===== config.mk =====
export PLATFORM = sky130hd
export DESIGN_NAME = mac_acc
export DESIGN_NICKNAME = d
export VERILOG_FILES = /design/src/rtl/mac_pkg.sv /design/src/rtl/mac_mul_stage.sv /design/src/rtl/mac_acc.sv
export SDC_FILE = /design/constraint.sdc
export NUM_CORES = 1
export LEC_CHECK = 0
export CAP_MARGIN = 30
export CORE_MARGIN = 5
export CORE_UTILIZATION = 35
export CTS_CLUSTER_SIZE = 8
export DETAILED_ROUTE_END_ITERATION = 7
export PLACE_DENSITY_LB_ADDON = 0.25
export SLEW_MARGIN = 10
export SYNTH_ARGS = -nofsm -noshare
export SYNTH_HDL_FRONTEND = slang
export SYNTH_SLANG_ARGS = --single-unit

===== constraint.sdc =====
create_clock -name clk -period 16.1 [get_ports clk]
set_input_delay 3.22 -clock clk [delete_from_list [all_inputs] [get_ports clk]]
set_output_delay 3.22 -clock clk [all_outputs]
set_load 0.02 [all_outputs]

===== src/rtl/mac_pkg.sv =====
`default_nettype none
// ============================================================================
//  Module      : mac_pkg
//  Description : Shared types and defaults for the mac_acc dot-product engine.
//  Revision    : 1.0 - initial release
// ============================================================================
package mac_pkg;

    localparam int C_DATA_W     = 8;
    localparam int C_ACC_W      = 24;
    localparam int C_LEN_W      = 10;
    localparam int C_PIPE_DEPTH = 2;

    typedef enum logic [1:0] {
        S_IDLE  = 2'd0,
        S_ACC   = 2'd1,
        S_DRAIN = 2'd2,
        S_DONE  = 2'd3
    } state_t;

endpackage
`default_nettype wire


===== src/rtl/mac_mul_stage.sv =====
`default_nettype none
// ============================================================================
//  Module      : mac_mul_stage
//  Description : Registered DATA_W x DATA_W multiply, signed or unsigned,
//                with a valid flag that travels alongside the product.
//  Revision    : 1.0 - initial release
// ============================================================================
module mac_mul_stage
    import mac_pkg::*;
#(
    parameter int DATA_W = C_DATA_W
) (
    input  logic                  clk,
    input  logic                  reset,
    input  logic                  in_valid,
    input  logic                  signed_mode,
    input  logic [DATA_W-1:0]     a,
    input  logic [DATA_W-1:0]     b,
    output logic                  out_valid,
    output logic [2*DATA_W-1:0]   product
);

    logic [2*DATA_W-1:0] w_a_ext;
    logic [2*DATA_W-1:0] w_b_ext;
    logic [2*DATA_W-1:0] w_prod;
    logic                r_valid;
    logic [2*DATA_W-1:0] r_prod;

    // Low 2*DATA_W bits of the extended product are exact in both modes.
    always_comb begin
        w_a_ext = {{DATA_W{signed_mode & a[DATA_W-1]}}, a};
        w_b_ext = {{DATA_W{signed_mode & b[DATA_W-1]}}, b};
        w_prod  = w_a_ext * w_b_ext;
    end

    always_ff @(posedge clk or posedge reset) begin
        if (reset) begin
            r_valid <= 1'b0;
            r_prod  <= '0;
        end else begin
            r_valid <= in_valid;
            if (in_valid) begin
                r_prod <= w_prod;
            end
        end
    end

    assign out_valid = r_valid;
    assign product   = r_prod;

endmodule
`default_nettype wire


===== src/rtl/mac_acc.sv =====
`default_nettype none
// ============================================================================
//  Module      : mac_acc
//  Description : Streaming multiply-accumulate dot-product engine with a
//                two-stage (multiply, accumulate) pipeline.
//                Define MAC_ACC_SAT_EN to clamp on overflow and report sat;
//                otherwise the accumulator wraps and sat is tied low.
//  Revision    : 1.0 - initial release
// ============================================================================
module mac_acc
    import mac_pkg::*;
#(
    parameter int DATA_W = C_DATA_W,
    parameter int ACC_W  = C_ACC_W,
    parameter int LEN_W  = C_LEN_W
) (
    input  logic              clk,
    input  logic              reset,
    input  logic              start,
    input  logic [LEN_W-1:0]  len,
    input  logic              signed_mode,
    input  logic              in_valid,
    output logic              in_ready,
    input  logic [DATA_W-1:0] a,
    input  logic [DATA_W-1:0] b,
    output logic              busy,
    output logic              done,
    output logic [ACC_W-1:0]  result,
    output logic              sat
);

    localparam logic [1:0] C_DRAIN_LAST = 2'(C_PIPE_DEPTH - 1);

    state_t              r_state;
    state_t              w_state_next;
    logic [LEN_W-1:0]    r_len;
    logic [LEN_W-1:0]    r_count;
    logic                r_signed;
    logic [1:0]          r_drain;
    logic [ACC_W-1:0]    r_acc;
    logic [ACC_W-1:0]    r_result;
    logic [ACC_W-1:0]    w_ext;
    logic [ACC_W-1:0]    w_acc_next;
    logic                w_start_ok;
    logic                w_beat;
    logic                w_finish;
    logic                w_mul_valid;
    logic [2*DATA_W-1:0] w_prod;

    assign w_start_ok = (r_state == S_IDLE) && start;
    assign w_beat     = in_valid && in_ready;
    assign w_finish   = (r_state == S_DRAIN) && (r_drain == C_DRAIN_LAST);

    // ------------------------------------------------------------------
    // Stage 1: product register
    // ------------------------------------------------------------------
    mac_mul_stage #(
        .DATA_W      (DATA_W)
    ) u_mul (
        .clk         (clk),
        .reset       (reset),
        .in_valid    (w_beat),
        .signed_mode (r_signed),
        .a           (a),
        .b           (b),
        .out_valid   (w_mul_valid),
        .product     (w_prod)
    );

    generate
        if (ACC_W > 2*DATA_W) begin : g_ext_wide
            assign w_ext = {{(ACC_W-2*DATA_W){r_signed & w_prod[2*DATA_W-1]}}, w_prod};
        end else begin : g_ext_exact
            assign w_ext = w_prod;
        end
    endgenerate

    // ------------------------------------------------------------------
    // Stage 2: accumulate (saturating or wrapping)
    // ------------------------------------------------------------------
`ifdef MAC_ACC_SAT_EN
    logic [ACC_W:0] w_sum;
    logic           w_ovf;
    logic           r_sat;

    // One guard bit: in signed mode overflow shows as guard != MSB.
    always_comb begin
        w_sum      = {r_signed & r_acc[ACC_W-1], r_acc} + {r_signed & w_ext[ACC_W-1], w_ext};
        w_ovf      = r_signed ? (w_sum[ACC_W] ^ w_sum[ACC_W-1]) : w_sum[ACC_W];
        w_acc_next = w_sum[ACC_W-1:0];
        if (w_ovf) begin
            if (!r_signed) begin
                w_acc_next = '1;
            end else if (w_sum[ACC_W]) begin
                w_acc_next = {1'b1, {(ACC_W-1){1'b0}}};
            end else begin
                w_acc_next = {1'b0, {(ACC_W-1){1'b1}}};
            end
        end
    end

    always_ff @(posedge clk or posedge reset) begin
        if (reset) begin
            r_sat <= 1'b0;
        end else if (w_start_ok) begin
            r_sat <= 1'b0;
        end else if (w_mul_valid && w_ovf) begin
            r_sat <= 1'b1;
        end
    end

    assign sat = r_sat;
`else
    always_comb begin
        w_acc_next = r_acc + w_ext;
    end

    assign sat = 1'b0;
`endif

    // ------------------------------------------------------------------
    // Datapath registers
    // ------------------------------------------------------------------
    always_ff @(posedge clk or posedge reset) begin
        if (reset) begin
            r_len    <= '0;
            r_count  <= '0;
            r_signed <= 1'b0;
            r_drain  <= 2'd0;
            r_acc    <= '0;
            r_result <= '0;
        end else begin
            if (w_start_ok) begin
                r_len    <= len;
                r_signed <= signed_mode;
                r_count  <= '0;
                r_acc    <= '0;
                r_result <= '0;
            end else begin
                if (w_beat) begin
                    r_count <= r_count + LEN_W'(1);
                end
                if (w_mul_valid) begin
                    r_acc <= w_acc_next;
                end
                if (w_finish) begin
                    r_result <= r_acc;
                end
            end
            r_drain <= (r_state == S_DRAIN) ? r_drain + 2'd1 : 2'd0;
        end
    end

    // ------------------------------------------------------------------
    // FSM: state register / next state / outputs
    // ------------------------------------------------------------------
    always_ff @(posedge clk or posedge reset) begin
        if (reset) begin
            r_state <= S_IDLE;
        end else begin
            r_state <= w_state_next;
        end
    end

    // ACC leaves one cycle after the final beat, so the two DRAIN cycles
    // complete exactly when the accumulator holds the last product.
    always_comb begin
        w_state_next = r_state;
        case (r_state)
            S_IDLE: begin
                if (start) begin
                    w_state_next = (len == '0) ? S_DONE : S_ACC;
                end
            end
            S_ACC: begin
                if (r_count == r_len) begin
                    w_state_next = S_DRAIN;
                end
            end
            S_DRAIN: begin
                if (r_drain == C_DRAIN_LAST) begin
                    w_state_next = S_DONE;
                end
            end
            S_DONE: begin
                w_state_next = S_IDLE;
            end
            default: begin
                w_state_next = S_IDLE;
            end
        endcase
    end

    always_comb begin
        in_ready = (r_state == S_ACC) && (r_count != r_len);
        busy     = (r_state != S_IDLE);
        done     = (r_state == S_DONE);
    end

    assign result = r_result;

endmodule
`default_nettype wire


==> impl_metrics.py <==
metrics = {
    "global_routing": {
        "met3_usage": 0.0173,
        "grt_pass1_vias": 5468,
        "overflow": 0,
        "grt_first_pass_wirelength_mm": 26.8,
        "met1_usage": 0.198,
        "grtUsageTotal": 0.131,
        "use_met2": 0.199,
        "grt_max_degree": 50,
        "grt.busiest_layer": "met2",
        "antenna_found_initial": 0,
    },
    "clock_tree": {
        "ctsHoldBuffers": 0,
        "clock_tree.htree_level_count": 3,
        "post_cts_buffers": 0,
        "ctsResizeCount": 0,
        "clk-insertion-delay-late_ps": 340,
        "clockRootBuffer": "clkbuf_16",
        "clockBufferDepth": 2,
        "cts_buffers": 9,
        "numClockSinks": 90,
        "tritoncts": "yes",
        "clkTransAtPathRegs_ps": 70,
    },
    "yosys": {
        "yosysUniqueCellTypes": 60,
        "synth-seq-area-share": 0.297,
        "synth_top_flop_cell": "dfrtp_1",
        "syn_inst": 817,
        "synth_edf_count": 0,
        "synth.avg_cell_area_um2": 9.29,
        "yosys_warnings": 0,
        "synth_nets": 975,
        "synthArstFlopShare": 1.00,
        "synth.cell_area_um2": 7590,
        "synth-seq-cells": 90,
    },
    "route": {
        "dr.pass1.iters": 4,
        "ant_nets": 0,
        "routed_wl_mm": 15.5,
        "vias": 5446,
        "detail_route.wl_per_cell_um": 13.7,
        "viasPerCell": 4.81,
        "drcViolationCount": 0,
        "first_iter_violations": 168,
    },
    "die": {
        "start_util": 0.358,
        "fp.coreArea_um2": 21200,
        "die-area_um2": 24700,
        "pin_count": 59,
        "num_rows": 53,
        "die_w_um": 157,
        "die_y_um": 157,
    },
    "critical_path": {
        "critical_path.cell_chain": "clkdlybuf4s50_1 -> nand2_1 -> or2_2 -> fa_1 -> fa_1 -> inv_1 -> fa_1 -> inv_1 -> fa_1 -> fa_1 -> inv_1 -> ha_1 -> o21ai_0 -> a21boi_0 -> o21ai_0 -> a21oi_1 -> o211ai_1 -> a211o_1 -> o211ai_1",
        "critPathMaxFanout": 10,
        "cp-start-kind": "input port",
        "critical-path-max-stage-delay_ps": 680,
        "crit_top_cell": "fa_1",
        "worst_setup_path_end_kind": "flip-flop",
        "cp.required_ps": 16350,
        "crit_type": "input port to flip-flop",
        "crit_path_top_delay_cell": "clkdlybuf4s50_1",
        "arrival_ps": 8820,
    },
    "finish": {
        "antennaDiodeCount": 0,
        "layout_commonest_cell": "nand2_1",
        "layout_common_cells": "127 x nand2_1, 103 x inv_1, 90 x dfrtp_1, 64 x fa_1, 63 x ha_1",
        "stdcell_area_um2": 8730,
        "num-fill-cells": 2138,
        "area_growth_pct": 15.0,
        "fin_nets": 1011,
        "drive_above_1_share": 0.0524,
    },
    "run": {
        "drv_cap": 0,
    },
    "outcome": {
        "status": "finished, final reports clean",
    },
    "placement": {
        "gp_congestion": 0.836,
        "portBuffers": 57,
        "dpl-instance-area_um2": 8400,
        "dp_hpwl_mm": 12.2,
    },
    "sta": {
        "worstMarginPinSlew_ps": 865,
        "skew_ps": 7.59,
        "slew_viol_final": 0,
        "min_period_ps": 8570,
        "finalCritPeriodShare": 0.532,
        "timing.hold.ws_ps": 442,
        "setup_tns_ps": 0,
        "max_freq_ghz": 0.117,
        "rsz0062_at_grt": "no",
        "finalHoldViolCount": 0,
        "finalSetupViolations": 0,
        "slew_headroom": 0.423,
    },
    "power": {
        "ir_drop_mv": 0.0818,
        "leakagePower_nw": 4.21,
        "power.density_nw_per_um2": 177,
    },
    "hold_path": {
        "min_path_type": "flip-flop to flip-flop",
    },
}
layout make-up:
cell class | count | area, um2 | share of cell area
Inverter | 105 | 395 | 0.0453
Tap cell | 275 | 344 | 0.0394
Timing Repair Buffer | 61 | 604 | 0.0692
Sequential cell | 90 | 2250 | 0.258
Multi-Input combinational cell | 586 | 4810 | 0.551
Clock inverter | 6 | 87.6 | 0.0100
Clock buffer | 10 | 239 | 0.0274
Yosys cell counts (4+ instances only):
library cell  count  area (um2)
and3_1            6        37.5
or2_2             4        25.0
nor3_1            6        30.0
o21ai_2           4        35.0
o21bai_1          6        45.0
dfrtp_1          90        2250
mux2i_1          13         130
or3_1             6        37.5
o21a_1            4        30.0
nand4_1          12        75.1
clkbuf_1         30         113
o211ai_1          5        37.5
nor2b_1           5        31.3
nand3_1           5        25.0
nor2_1           49         184
fa_1             64        1280
and2_1           28         175
nand2_1         127         477
a31oi_1           6        37.5
a21oi_1          30         150
a22o_1           24         210
xor2_1           14         123
a21o_1            9        67.6
inv_1           104         390
xnor2_1          31         272
ha_1             63         788
o21ai_0          23         115
worst max-delay path: cells and delay by family:
| kind | cells | cell delay (ps) |
|---|---|---|
| buf+inv | 4 | 820 |
| compound gates | 7 | 1230 |
| fa+ha+maj | 6 | 2880 |
| simple gates | 2 | 660 |
sequential cells by signal, indices dropped and copies added, names as in the netlist:
name	cells
result	24
r_state	2
r_len	10
u_mul.out_valid	1
r_drain	2
r_acc	24
u_mul.product	16
r_signed	1
r_count	10
power by group:
part | internal [mW] | switching (mW)
combinational | 0.418 | 0.523
sequential | 0.307 | 0.0670
clock | 0.141 | 0.0882
total | 0.866 | 0.678
routing by layer:
layer / vias to the layer above / routed length [um]
li1: 2756 / -
met2: 89 / 6700
met3: 9 / 529
met1: 2592 / 8110
met5: - / 0
met4: 0 / 152
per-stage QoR:
step                cells  setup WS [ps]  power [mW]   util
global placement     1116           7280        1.32  0.396
finish               1133           7530        1.54  0.411
global route         1133           7150        1.72  0.411
detailed placement   1117           7190        1.33  0.396
CTS                  1133           7530        1.57  0.411
floorplan             817           7980        1.09      -
cell families (layout without fill, tap and decap cells):
| group | Yosys count | in the layout | synth area share |
|---|---|---|---|
| other | 1 | 1 | 0.000494 |
| and+or+nand+nor | 265 | 265 | 0.163 |
| DFF | 90 | 90 | 0.297 |
| muxes | 13 | 13 | 0.0171 |
| AOI/OAI and AO/OA | 135 | 135 | 0.128 |
| adders and majority gates | 127 | 127 | 0.273 |
| xor gates and xnor gates | 45 | 45 | 0.0519 |
| buffers and inverters | 141 | 182 | 0.0707 |
final timing paths:
check	cells past startpoint	start	slack, ps	to
hold / removal	1	r_drain[0]	440	r_drain[0]
max in group asynchronous	3	reset	11710	u_mul.product[1]
setup reg to reg	18	r_signed	10530	u_mul.product[15]
min in group asynchronous	2	reset	3300	result[21]
setup / recovery	19	b[7]	7530	u_mul.product[15]
hold reg to reg	1	r_drain[0]	440	r_drain[0]
Power figures use the tool's default switching activity.
